--- config.mk ---
export PLATFORM = sky130hd
export DESIGN_NAME = bsg_manycore_npa_req_launcher
export DESIGN_NICKNAME = d
export VERILOG_FILES = /design/src/rtl/bsg_manycore_pkg.sv /design/src/rtl/bsg_manycore_launch_fifo.sv /design/src/rtl/bsg_manycore_npa_req_launcher.sv
export SDC_FILE = /design/constraint.sdc
export NUM_CORES = 1
export LEC_CHECK = 0
export BUFFER_PORTS_ARGS = -buffer_cell sky130_fd_sc_hd__buf_2
export CORE_MARGIN = 2
export CORE_UTILIZATION = 30
export CTS_CLUSTER_DIAMETER = 40
export CTS_CLUSTER_SIZE = 24
export DETAILED_ROUTE_END_ITERATION = 12
export HOLD_SLACK_MARGIN = 0.05
export SYNTH_ARGS = -nofsm -noshare
export SYNTH_HDL_FRONTEND = slang
export SYNTH_SLANG_ARGS = --single-unit
--- constraint.sdc ---
create_clock -name clk_i -period 2.2 [get_ports clk_i]
set_clock_uncertainty 0.1 [all_clocks]
set_input_delay 0 -clock clk_i [delete_from_list [all_inputs] [get_ports clk_i]]
set_output_delay 0 -clock clk_i [all_outputs]
set_load 0.01 [all_outputs]
--- src/rtl/bsg_manycore_pkg.sv ---
// Shared types for the manycore remote-request launch path.
// The queue entry is width-dependent, so it is declared per instance by macro.
package bsg_manycore_pkg;

    typedef enum logic [1:0] {
        e_launch_load     = 2'd0,
        e_launch_store    = 2'd1,
        e_launch_amo_swap = 2'd2,
        e_launch_amo_add  = 2'd3
    } bsg_manycore_launch_op_e;

    localparam int eva_width_gp = 32;

endpackage

`define DECLARE_BSG_MANYCORE_LAUNCH_ENTRY_S(x_w, y_w, a_w, d_w, r_w) \
    typedef struct packed {                  \
        logic [x_w-1:0]          x;          \
        logic [y_w-1:0]          y;          \
        logic [a_w-1:0]          epa;        \
        logic [d_w-1:0]          data;       \
        logic [(d_w/8)-1:0]      mask;       \
        bsg_manycore_launch_op_e op;         \
        logic [r_w-1:0]          reg_id;     \
        logic [x_w-1:0]          src_x;      \
        logic [y_w-1:0]          src_y;      \
    } bsg_manycore_launch_entry_s

--- src/rtl/bsg_manycore_launch_fifo.sv ---
// Two-entry FIFO with asynchronous active-low reset.
// ready_o comes straight from the registered occupancy, never from yumi_i.
module bsg_manycore_launch_fifo #(
    parameter int width_p = 8
) (
    input  logic               clk_i,
    input  logic               reset_n_i,
    input  logic               v_i,
    input  logic [width_p-1:0] data_i,
    output logic               ready_o,
    output logic               v_o,
    output logic [width_p-1:0] data_o,
    input  logic               yumi_i
);

    logic [width_p-1:0] mem_q [2];
    logic [width_p-1:0] mem_d [2];
    logic               wptr_q, wptr_d;
    logic               rptr_q, rptr_d;
    logic [1:0]         cnt_q, cnt_d;
    logic               enq, deq;

    assign ready_o = (cnt_q != 2'd2);
    assign v_o     = (cnt_q != 2'd0);
    assign data_o  = mem_q[rptr_q];
    assign enq     = v_i & ready_o;
    assign deq     = yumi_i & v_o;

    always_comb begin
        mem_d  = mem_q;
        wptr_d = wptr_q;
        rptr_d = rptr_q;
        if (enq) begin
            mem_d[wptr_q] = data_i;
            wptr_d        = ~wptr_q;
        end
        if (deq) begin
            rptr_d = ~rptr_q;
        end
        cnt_d = cnt_q + 2'(enq) - 2'(deq);
    end

    always_ff @(posedge clk_i or negedge reset_n_i) begin
        if (!reset_n_i) begin
            mem_q  <= '{default: '0};
            wptr_q <= 1'b0;
            rptr_q <= 1'b0;
            cnt_q  <= 2'd0;
        end else begin
            mem_q  <= mem_d;
            wptr_q <= wptr_d;
            rptr_q <= rptr_d;
            cnt_q  <= cnt_d;
        end
    end

endmodule

--- src/rtl/bsg_manycore_npa_req_launcher.sv ---
// Remote-request launcher: queues translated requests, meters them with credits
// and turns untranslatable addresses into a sticky fault.
module bsg_manycore_npa_req_launcher
    import bsg_manycore_pkg::*;
#(
    parameter int x_cord_width_p    = 4,
    parameter int y_cord_width_p    = 4,
    parameter int addr_width_p      = 16,
    parameter int data_width_p      = 32,
    parameter int max_out_credits_p = 16,
    parameter int reg_id_width_p    = 5
) (
    input  logic                                   clk_i,
    input  logic                                   reset_n_i,
    input  logic [x_cord_width_p-1:0]              my_x_i,
    input  logic [y_cord_width_p-1:0]              my_y_i,
    input  logic                                   npa_v_i,
    output logic                                   npa_ready_o,
    input  logic [x_cord_width_p-1:0]              npa_x_i,
    input  logic [y_cord_width_p-1:0]              npa_y_i,
    input  logic [addr_width_p-1:0]                npa_epa_i,
    input  logic                                   npa_invalid_i,
    input  logic [eva_width_gp-1:0]                npa_eva_i,
    input  logic [1:0]                             op_i,
    input  logic [data_width_p-1:0]                data_i,
    input  logic [(data_width_p/8)-1:0]            mask_i,
    input  logic [reg_id_width_p-1:0]              reg_id_i,
    output logic                                   pkt_v_o,
    input  logic                                   pkt_ready_i,
    output logic [x_cord_width_p-1:0]              pkt_x_o,
    output logic [y_cord_width_p-1:0]              pkt_y_o,
    output logic [addr_width_p-1:0]                pkt_addr_o,
    output logic [data_width_p-1:0]                pkt_data_o,
    output logic [(data_width_p/8)-1:0]            pkt_mask_o,
    output logic [1:0]                             pkt_op_o,
    output logic [reg_id_width_p-1:0]              pkt_reg_id_o,
    output logic [x_cord_width_p-1:0]              pkt_src_x_o,
    output logic [y_cord_width_p-1:0]              pkt_src_y_o,
    input  logic                                   credit_return_i,
    output logic [$clog2(max_out_credits_p+1)-1:0] out_credits_o,
    output logic                                   fence_busy_o,
    output logic                                   fault_o,
    output logic [eva_width_gp-1:0]                fault_eva_o,
    input  logic                                   fault_clear_i
);

    `DECLARE_BSG_MANYCORE_LAUNCH_ENTRY_S(x_cord_width_p, y_cord_width_p,
        addr_width_p, data_width_p, reg_id_width_p);

    localparam int entry_width_lp  = $bits(bsg_manycore_launch_entry_s);
    localparam int credit_width_lp = $clog2(max_out_credits_p + 1);
    localparam logic [credit_width_lp-1:0] max_credits_lp =
        credit_width_lp'(max_out_credits_p);
    localparam logic [credit_width_lp-1:0] one_lp = credit_width_lp'(1);

    bsg_manycore_launch_entry_s enq_entry, head_entry;
    logic [entry_width_lp-1:0]  head_bits;

    logic                       fifo_ready, fifo_v;
    logic                       hs, enq, deq, fault_set;

    logic [credit_width_lp-1:0] credits_q, credits_d;
    logic                       fence_busy_q, fence_busy_d;
    logic                       fault_q, fault_d;
    logic [eva_width_gp-1:0]    fault_eva_q, fault_eva_d;
    logic                       armed_q, armed_d;

    // armed_q holds ready low until the first edge after reset release
    assign npa_ready_o = armed_q & fifo_ready & (credits_q != '0) & ~fault_q;
    assign hs          = npa_v_i & npa_ready_o;
    assign enq         = hs & ~npa_invalid_i;
    assign fault_set   = hs & npa_invalid_i;
    assign deq         = fifo_v & pkt_ready_i;

    always_comb begin
        enq_entry        = '0;
        enq_entry.x      = npa_x_i;
        enq_entry.y      = npa_y_i;
        enq_entry.epa    = npa_epa_i;
        enq_entry.data   = data_i;
        enq_entry.mask   = mask_i;
        enq_entry.op     = bsg_manycore_launch_op_e'(op_i);
        enq_entry.reg_id = reg_id_i;
        enq_entry.src_x  = my_x_i;
        enq_entry.src_y  = my_y_i;
    end

    bsg_manycore_launch_fifo #(
        .width_p (entry_width_lp)
    ) fifo (
        .clk_i     (clk_i),
        .reset_n_i (reset_n_i),
        .v_i       (enq),
        .data_i    (enq_entry),
        .ready_o   (fifo_ready),
        .v_o       (fifo_v),
        .data_o    (head_bits),
        .yumi_i    (deq)
    );

    assign head_entry   = bsg_manycore_launch_entry_s'(head_bits);
    assign pkt_v_o      = fifo_v;
    assign pkt_x_o      = head_entry.x;
    assign pkt_y_o      = head_entry.y;
    assign pkt_addr_o   = head_entry.epa;
    assign pkt_data_o   = head_entry.data;
    assign pkt_mask_o   = head_entry.mask;
    assign pkt_op_o     = head_entry.op;
    assign pkt_reg_id_o = head_entry.reg_id;
    assign pkt_src_x_o  = head_entry.src_x;
    assign pkt_src_y_o  = head_entry.src_y;

    // Credits are consumed at accept, so buffered entries count as outstanding
    always_comb begin
        credits_d = credits_q;
        if (enq & ~credit_return_i) begin
            credits_d = credits_q - one_lp;
        end else if (credit_return_i & ~enq & (credits_q != max_credits_lp)) begin
            credits_d = credits_q + one_lp;
        end
        fence_busy_d = (credits_d != max_credits_lp);
    end

    always_comb begin
        fault_d     = fault_q;
        fault_eva_d = fault_eva_q;
        armed_d     = 1'b1;
        if (fault_clear_i) begin
            fault_d = 1'b0;
        end
        if (fault_set) begin
            fault_d     = 1'b1;
            fault_eva_d = npa_eva_i;
        end
    end

    always_ff @(posedge clk_i or negedge reset_n_i) begin
        if (!reset_n_i) begin
            credits_q    <= max_credits_lp;
            fence_busy_q <= 1'b0;
            fault_q      <= 1'b0;
            fault_eva_q  <= '0;
            armed_q      <= 1'b0;
        end else begin
            credits_q    <= credits_d;
            fence_busy_q <= fence_busy_d;
            fault_q      <= fault_d;
            fault_eva_q  <= fault_eva_d;
            armed_q      <= armed_d;
        end
    end

    assign out_credits_o = credits_q;
    assign fence_busy_o  = fence_busy_q;
    assign fault_o       = fault_q;
    assign fault_eva_o   = fault_eva_q;

    credit_overflow_a: assert property (@(posedge clk_i) disable iff (!reset_n_i)
        !(credit_return_i && (credits_q == max_credits_lp)));

endmodule
==> flow_metrics.py, run 1 <==
metrics = {
    "yosys": {
        "async_flop_share_pct": 100,
        "synth_top_cells_by_area": "dfrtp_1, mux2_2, mux2_1",
        "avgSynthCellArea_sq_um": 15.3,
        "synthesis.nets": 665,
        "synth_top_area_share_pct": 57.7,
        "syn_inst": 546,
        "ys.flop_type": "dfrtp_1",
        "ys_seq_area_share_pct": 58.0,
        "yosysUniqueCellTypes": 44,
        "synth_top_area_cell": "dfrtp_1",
        "yosysMostFrequentCell": "mux2_2",
        "syn_area_sq_um": 8370,
        "ys_warn_count": 0,
        "ys_seq_elements": 194,
        "synth_edf_count": 0,
        "synth_common_cells": "mux2_2, dfrtp_1, mux2_1",
    },
    "detailed_routing": {
        "firstDrtPassIters": 4,
        "ant_nets": 0,
        "vias_per_cell": 4.43,
        "vias": 5940,
        "wl_um": 22200,
        "avgRoutedWirePerCell_um": 16.6,
        "drc_errors": 0,
        "drtIter0Drc": 179,
    },
    "finish": {
        "fillerInstances": 2461,
        "postLayoutCellArea_sq_um": 12900,
        "nets": 1068,
        "stdcell_count": 1341,
        "syn_to_final_growth_pct": 54.7,
        "multiInputGateArea_sq_um": 3620,
        "seqCellArea_sq_um": 4860,
        "drive_above_1_share_pct": 64.0,
    },
    "global_routing": {
        "antenna_found_initial": 1,
        "grt_pass1_wl_um": 33600,
        "grt_pass1_vias": 6339,
        "grt_start_max_net_pins": 61,
        "overflow": 0,
        "grt_usage_pct": 14.8,
    },
    "pwr": {
        "p_int_mw": 11.6,
        "powerDensity_nw_per_um2": 1320,
        "swShare_pct": 32.1,
        "p_comb_share_pct": 43.5,
        "leakage_nw": 6.09,
        "p_seq_share_pct": 36.9,
        "ir_drop_uv": 585,
        "pwr-share-clk_pct": 19.6,
        "power.switching_mw": 5.47,
    },
    "timing": {
        "worst_slew_pin_slew_ps": 525,
        "min_period_over_period_pct": 109,
        "setup_ws_ps": -190,
        "hold_ws_ps": 121,
        "max_slew_margin_pct": 65.0,
        "max_freq_ghz": 0.418,
        "hold_viol": 0,
        "finalSetupViolCount": 153,
        "rsz0062_at_grt": "true",
        "slew_viol_final": 0,
        "period_minus_slack_ps": 2390,
    },
    "cts": {
        "tritoncts": "done",
        "clock_tree.buffer_depth": 2,
        "cts_htree_levels": 4,
        "clock-sinks": 194,
        "cts-buffers-inserted": 17,
        "clock_latency_ps": 430,
        "cts_root_buf": "clkbuf_16",
        "clk_pin_slew_worst_paths_ps": 80,
    },
    "hold_path": {
        "hold_class": "in -> reg",
    },
    "status": {
        "violations": "negative setup slack",
        "status": "finished with violations",
    },
    "floorplanning": {
        "fp.dieW_um": 171,
        "initial_core_util_pct": 30.3,
        "fp.dieH_um": 171,
        "rows": 61,
        "fp.coreArea_sq_um": 27600,
        "die_area_sq_um": 29200,
        "ioPinCount": 230,
    },
    "critical_path": {
        "crit_required_ps": 2410,
        "crit_path_max_fanout": 7,
        "cp.arrival_ps": 2600,
        "start_kind": "register",
        "end_kind": "register",
        "critPathKind": "reg -> reg",
    },
    "flow_run": {
        "maxCapViolations": 0,
    },
    "placement": {
        "post-place-cells": 1165,
        "io_buffer_count": 229,
        "dpl.hpwl_um": 13100,
        "placed_area_sq_um": 10400,
        "routabilityCongestion": 0.779,
    },
}
cells in the final DEF (no fill, tap or decap), drive strengths merged, types with 2 or more instances in the layout:
master and n:
nor4 2, inv 12, dlygate4sd3 113, clkinvlp 4, o31ai 2, a21oi 3, buf 292, ha 5
nor3 2, bufbuf 2, xor2 3, and3 2, nor3b 2, o2111ai 2, bufinv 3, or2 2
nand3 5, mux2 257, dfrtp 193, nand2 6, xnor2 3, clkbuf 27, nor2 2
sequential cells by signal, summed over array words and instances, names as in the netlist:
name	count
fifo.mem_q	150
fault_eva_o	32
out_credits_o	5
fifo.cnt_q	2
armed_q	1
fault_o	1
fence_busy_o	1
fifo.rptr_q	1
fifo.wptr_q	1
metal layers:
metal	share of wire (%)	global-route usage, %	vias to the layer above
li1	-	-	2790
met1	44	18.5	2989
met2	51	25.8	126
met3	2.9	2.45	35
met4	2.2	5.23	0
met5	0	0	-
worst max-delay path, stage by stage, from the launching register on:
cell,delay [ps]
dfrtp_2,410
inv_2,70
ha_4,120
or3b_4,440
nor2_8,120
buf_4,160
nor3_4,50
and3_4,200
bufbuf_16,290
mux2_4,290
through the flow:
step / setup WS, ps / power, mW / util, % / TNS (ps)
6_report: -190 / 17.1 / 46.8 / -12970
3_5_place_dp: -211 / 13.1 / 37.7 / -15890
4_1_cts: -192 / 17.2 / 46.2 / -15440
3_3_place_gp: -180 / 13.0 / 37.7 / -13630
5_1_grt: -303 / 18.1 / 46.8 / -27470
2_1_floorplan: -211 / 10.4 / - / -2750
power by group through the flow:
stage                     registers, mW  logic (mW)  clock network, mW
after CTS                          6.29        7.42               3.45
after global routing               6.54        8.01               3.59
after global placement             6.28        6.72                  0
after detailed placement           6.33        6.79                  0
after floorplan                    6.22        4.23                  0
final                              6.30        7.43               3.35
cell families after synthesis:
logic type,Yosys count,share of synthesized area (%)
mux,257,34.6
flops,194,58.0
buf+inv,38,2.08
simple gates,29,2.32
compound gates,16,1.56
xor+xnor,6,0.628
fa+ha+maj,5,0.748
other cells,1,0.0448
final timing paths:
| kind | start | slack [ps] | cells after the start | to |
|---|---|---|---|---|
| max in group asynchronous | reset_n_i | 380 | 4 | fifo.mem_q[39]$_DFFE_PN0P_ |
| worst max-delay path | out_credits_o[1]$_DFF_PN0_ | -190 | 9 | fault_eva_o[18]$_DFFE_PN0P_ |
| worst max register to register | out_credits_o[1]$_DFF_PN0_ | -190 | 9 | fault_eva_o[18]$_DFFE_PN0P_ |
| worst min register to register | fifo.mem_q[48]$_DFFE_PN0P_ | 390 | 1 | fifo.mem_q[48]$_DFFE_PN0P_ |
| min in group asynchronous | reset_n_i | 560 | 3 | fifo.mem_q[114]$_DFFE_PN0P_ |
| worst min-delay path | npa_invalid_i | 120 | 5 | out_credits_o[3]$_DFF_PN0_ |
repair_timing:
action | in CTS | in global routing
pin swaps | 1 | 0
hold buffers | 113 | 0
gates resized for setup | 47 | 15
cloned | 11 | 7
endpoints found under the setup margin | 174 | 185
hold endpoints to repair | 378 | 0
buffers inserted | 12 | 3
area by class of cell:
cell class / instances / area share (%)
clock inverters: 12 / 1.32
clock buffers: 20 / 3.53
multi-input cells: 315 / 27.9
diodes: 1 / 0.0193
inverters: 7 / 0.203
flip-flops and latches: 194 / 37.6
well taps: 378 / 3.65
repair buffers: 414 / 25.8
Power figures use the tool's default switching activity.
==> run 2, diff against run 1 <==
==> constraint.sdc (replaced) <==
create_clock -name clk_i -period 2.2 [get_ports clk_i]
set_clock_uncertainty 0.1 [all_clocks]
set_input_delay 0.11 -clock clk_i [delete_from_list [all_inputs] [get_ports clk_i]]
set_output_delay 0.11 -clock clk_i [all_outputs]
set_load 0.01 [all_outputs]
==> run 2 against run 1 <==
  * The run still ends with negative setup slack left
  * Clock power fell by 3%
  * Core utilization fell by 0.24 points
  * Wire length fell by 1.5%
  * Cell count fell by 0.30%
  * Register-to-register slack barely moved
  * Worst hold slack got worse by 18 ps
  * Highest routed layer unchanged
==> flow_metrics.py, run 2 (synthesis results as in run 1) <==
metrics = {
    "status": {
        "status": "finished with violations",
        "violations": "negative setup slack",
    },
    "placement": {
        "routabilityCongestion": 0.779,
        "io_buffer_count": 229,
        "dpl.hpwl_um": 13600,
        "placed_area_sq_um": 10500,
    },
    "pwr": {
        "ir_drop_uv": 692,
        "p_seq_share_pct": 36.8,
        "swShare_pct": 32.4,
        "p_total_mw": 17.1,
        "pwr-share-clk_pct": 19.1,
        "p_int_mw": 11.5,
        "leakage_nw": 6.10,
        "powerDensity_nw_per_um2": 1320,
        "p_comb_share_pct": 44.1,
        "power.switching_mw": 5.53,
    },
    "timing": {
        "hold_viol": 0,
        "period_minus_slack_ps": 2400,
        "rsz0062_at_grt": "true",
        "max_freq_ghz": 0.417,
        "finalSetupViolCount": 130,
        "min_period_over_period_pct": 109,
        "setup_ws_ps": -200,
        "slew_viol_final": 0,
        "setup-tns-final_ps": -10720,
    },
    "cts": {
        "clk_pin_slew_worst_paths_ps": 80,
        "cts_htree_levels": 4,
        "cts-buffers-inserted": 17,
        "clock-sinks": 194,
        "tritoncts": "done",
        "clock_tree.buffer_depth": 2,
        "cts_root_buf": "clkbuf_16",
        "clock_latency_ps": 430,
    },
    "detailed_routing": {
        "drtIter0Drc": 175,
        "wl_um": 21900,
        "avgRoutedWirePerCell_um": 16.3,
        "ant_nets": 0,
        "vias": 5869,
        "firstDrtPassIters": 4,
        "vias_per_cell": 4.39,
        "drc_errors": 0,
    },
    "finish": {
        "syn_to_final_growth_pct": 53.9,
        "nets": 1065,
        "largest-register": "fifo.mem_q",
        "drive_above_1_share_pct": 64.0,
        "diodes": 0,
        "largest_reg_flops": 150,
        "fillerInstances": 2528,
        "postLayoutCellArea_sq_um": 12900,
        "final_cell_mix": "buf_2, mux2_2, dfrtp_1, dlygate4sd3_1, mux2_4",
        "layout_commonest_cell": "buf_2",
    },
    "global_routing": {
        "grt_pass1_wl_um": 33800,
        "overflow": 0,
        "antenna_found_initial": 0,
        "grt_pass1_vias": 6337,
        "grt_start_max_net_pins": 55,
        "grt_usage_pct": 14.8,
    },
    "critical_path": {
        "r2r_start": "out_credits_o[0]$_DFF_PN0_",
        "crit_family": "simple AND/OR/NAND/NOR gates",
        "critPathBufInv": 1,
        "crit_required_ps": 2400,
        "worstPathCellList": "inv_2 -> ha_4 -> or3b_4 -> nor2_8 -> o31a_1 -> a211oi_1 -> a311o_1 -> or4b_1",
        "end_kind": "register",
        "cp.arrival_ps": 2600,
        "critPathKind": "reg -> reg",
        "crit_path_max_fanout": 4,
        "cpPeakStageDelay_ps": 500,
        "cp_slowest_cell": "or4b_1",
        "crit_start": "out_credits_o[0]$_DFF_PN0_",
        "start_kind": "register",
    },
    "floorplanning": {
        "fp.dieW_um": 171,
        "ioPinCount": 230,
        "fp.dieH_um": 171,
        "fp.coreArea_sq_um": 27600,
        "rows": 61,
        "die_area_sq_um": 29200,
        "initial_core_util_pct": 30.3,
    },
    "hold_path": {
        "hold_class": "in -> async",
    },
    "flow_run": {
        "maxCapViolations": 0,
    },
}
run 2: final timing paths:
kind / end / slack (ps) / cells after the start
setup / recovery: fence_busy_o$_DFF_PN0_ / -200 / 8
hold / removal: fifo.mem_q[115]$_DFFE_PN0P_ / 100 / 2
setup reg to reg: fence_busy_o$_DFF_PN0_ / -200 / 8
hold reg to reg: fifo.mem_q[54]$_DFFE_PN0P_ / 400 / 1
max in group asynchronous: fifo.mem_q[57]$_DFFE_PN0P_ / 1210 / 3
min in group clk_i: out_credits_o[3]$_DFF_PN0_ / 100 / 4
run 2: layout make-up:
type	instances	area [sq um]	share of cell area (%)
well taps	378	473	3.67
inverters	7	26.3	0.204
repair buffers	412	3310	25.7
clock inverters	14	174	1.35
clock buffers	18	439	3.41
flip-flops and latches	194	4860	37.8
multi-input cells	314	3590	27.9
run 2: power by group through the flow:
stage	Clock [mW]	Sequential [mW]	Combinational (mW)
finish	3.26	6.28	7.53
global placement	0	6.30	6.79
CTS	3.38	6.32	7.41
floorplan	0	6.22	4.23
detailed placement	0	6.36	6.87
global route	3.53	6.51	8.11
run 2: timing repair:
action	in CTS	in global routing
endpoints found under the setup margin	184	219
pin swaps	1	2
endpoints found under the hold margin	377	0
hold buffers	110	0
buffers inserted	7	4
gates resized for setup	40	11
gates cloned	8	4
run 2: through the flow:
| stage | util (%) | hold slack [ps] | worst slack (ps) | cells |
|---|---|---|---|---|
| after floorplan | - | -286 | -211 | 546 |
| after global placement | 38.0 | 10.5 | -199 | 1175 |
| after detailed placement | 38.0 | 16.0 | -218 | 1175 |
| after CTS | 46.0 | 74.2 | -207 | 1331 |
| after global routing | 46.6 | 94.6 | -315 | 1337 |
| final | 46.6 | 103 | -200 | 1337 |
run 2: metal layers:
metal | part of all wire (%) | vias up | track usage [%] | wire [um]
met3 | 2.6 | 32 | 2.50 | 565
met2 | 50 | 113 | 25.2 | 10900
li1 | - | 2774 | - | -
met4 | 2.2 | 0 | 5.20 | 473
met5 | 0 | - | 0 | 0
met1 | 46 | 2950 | 19.1 | 9960
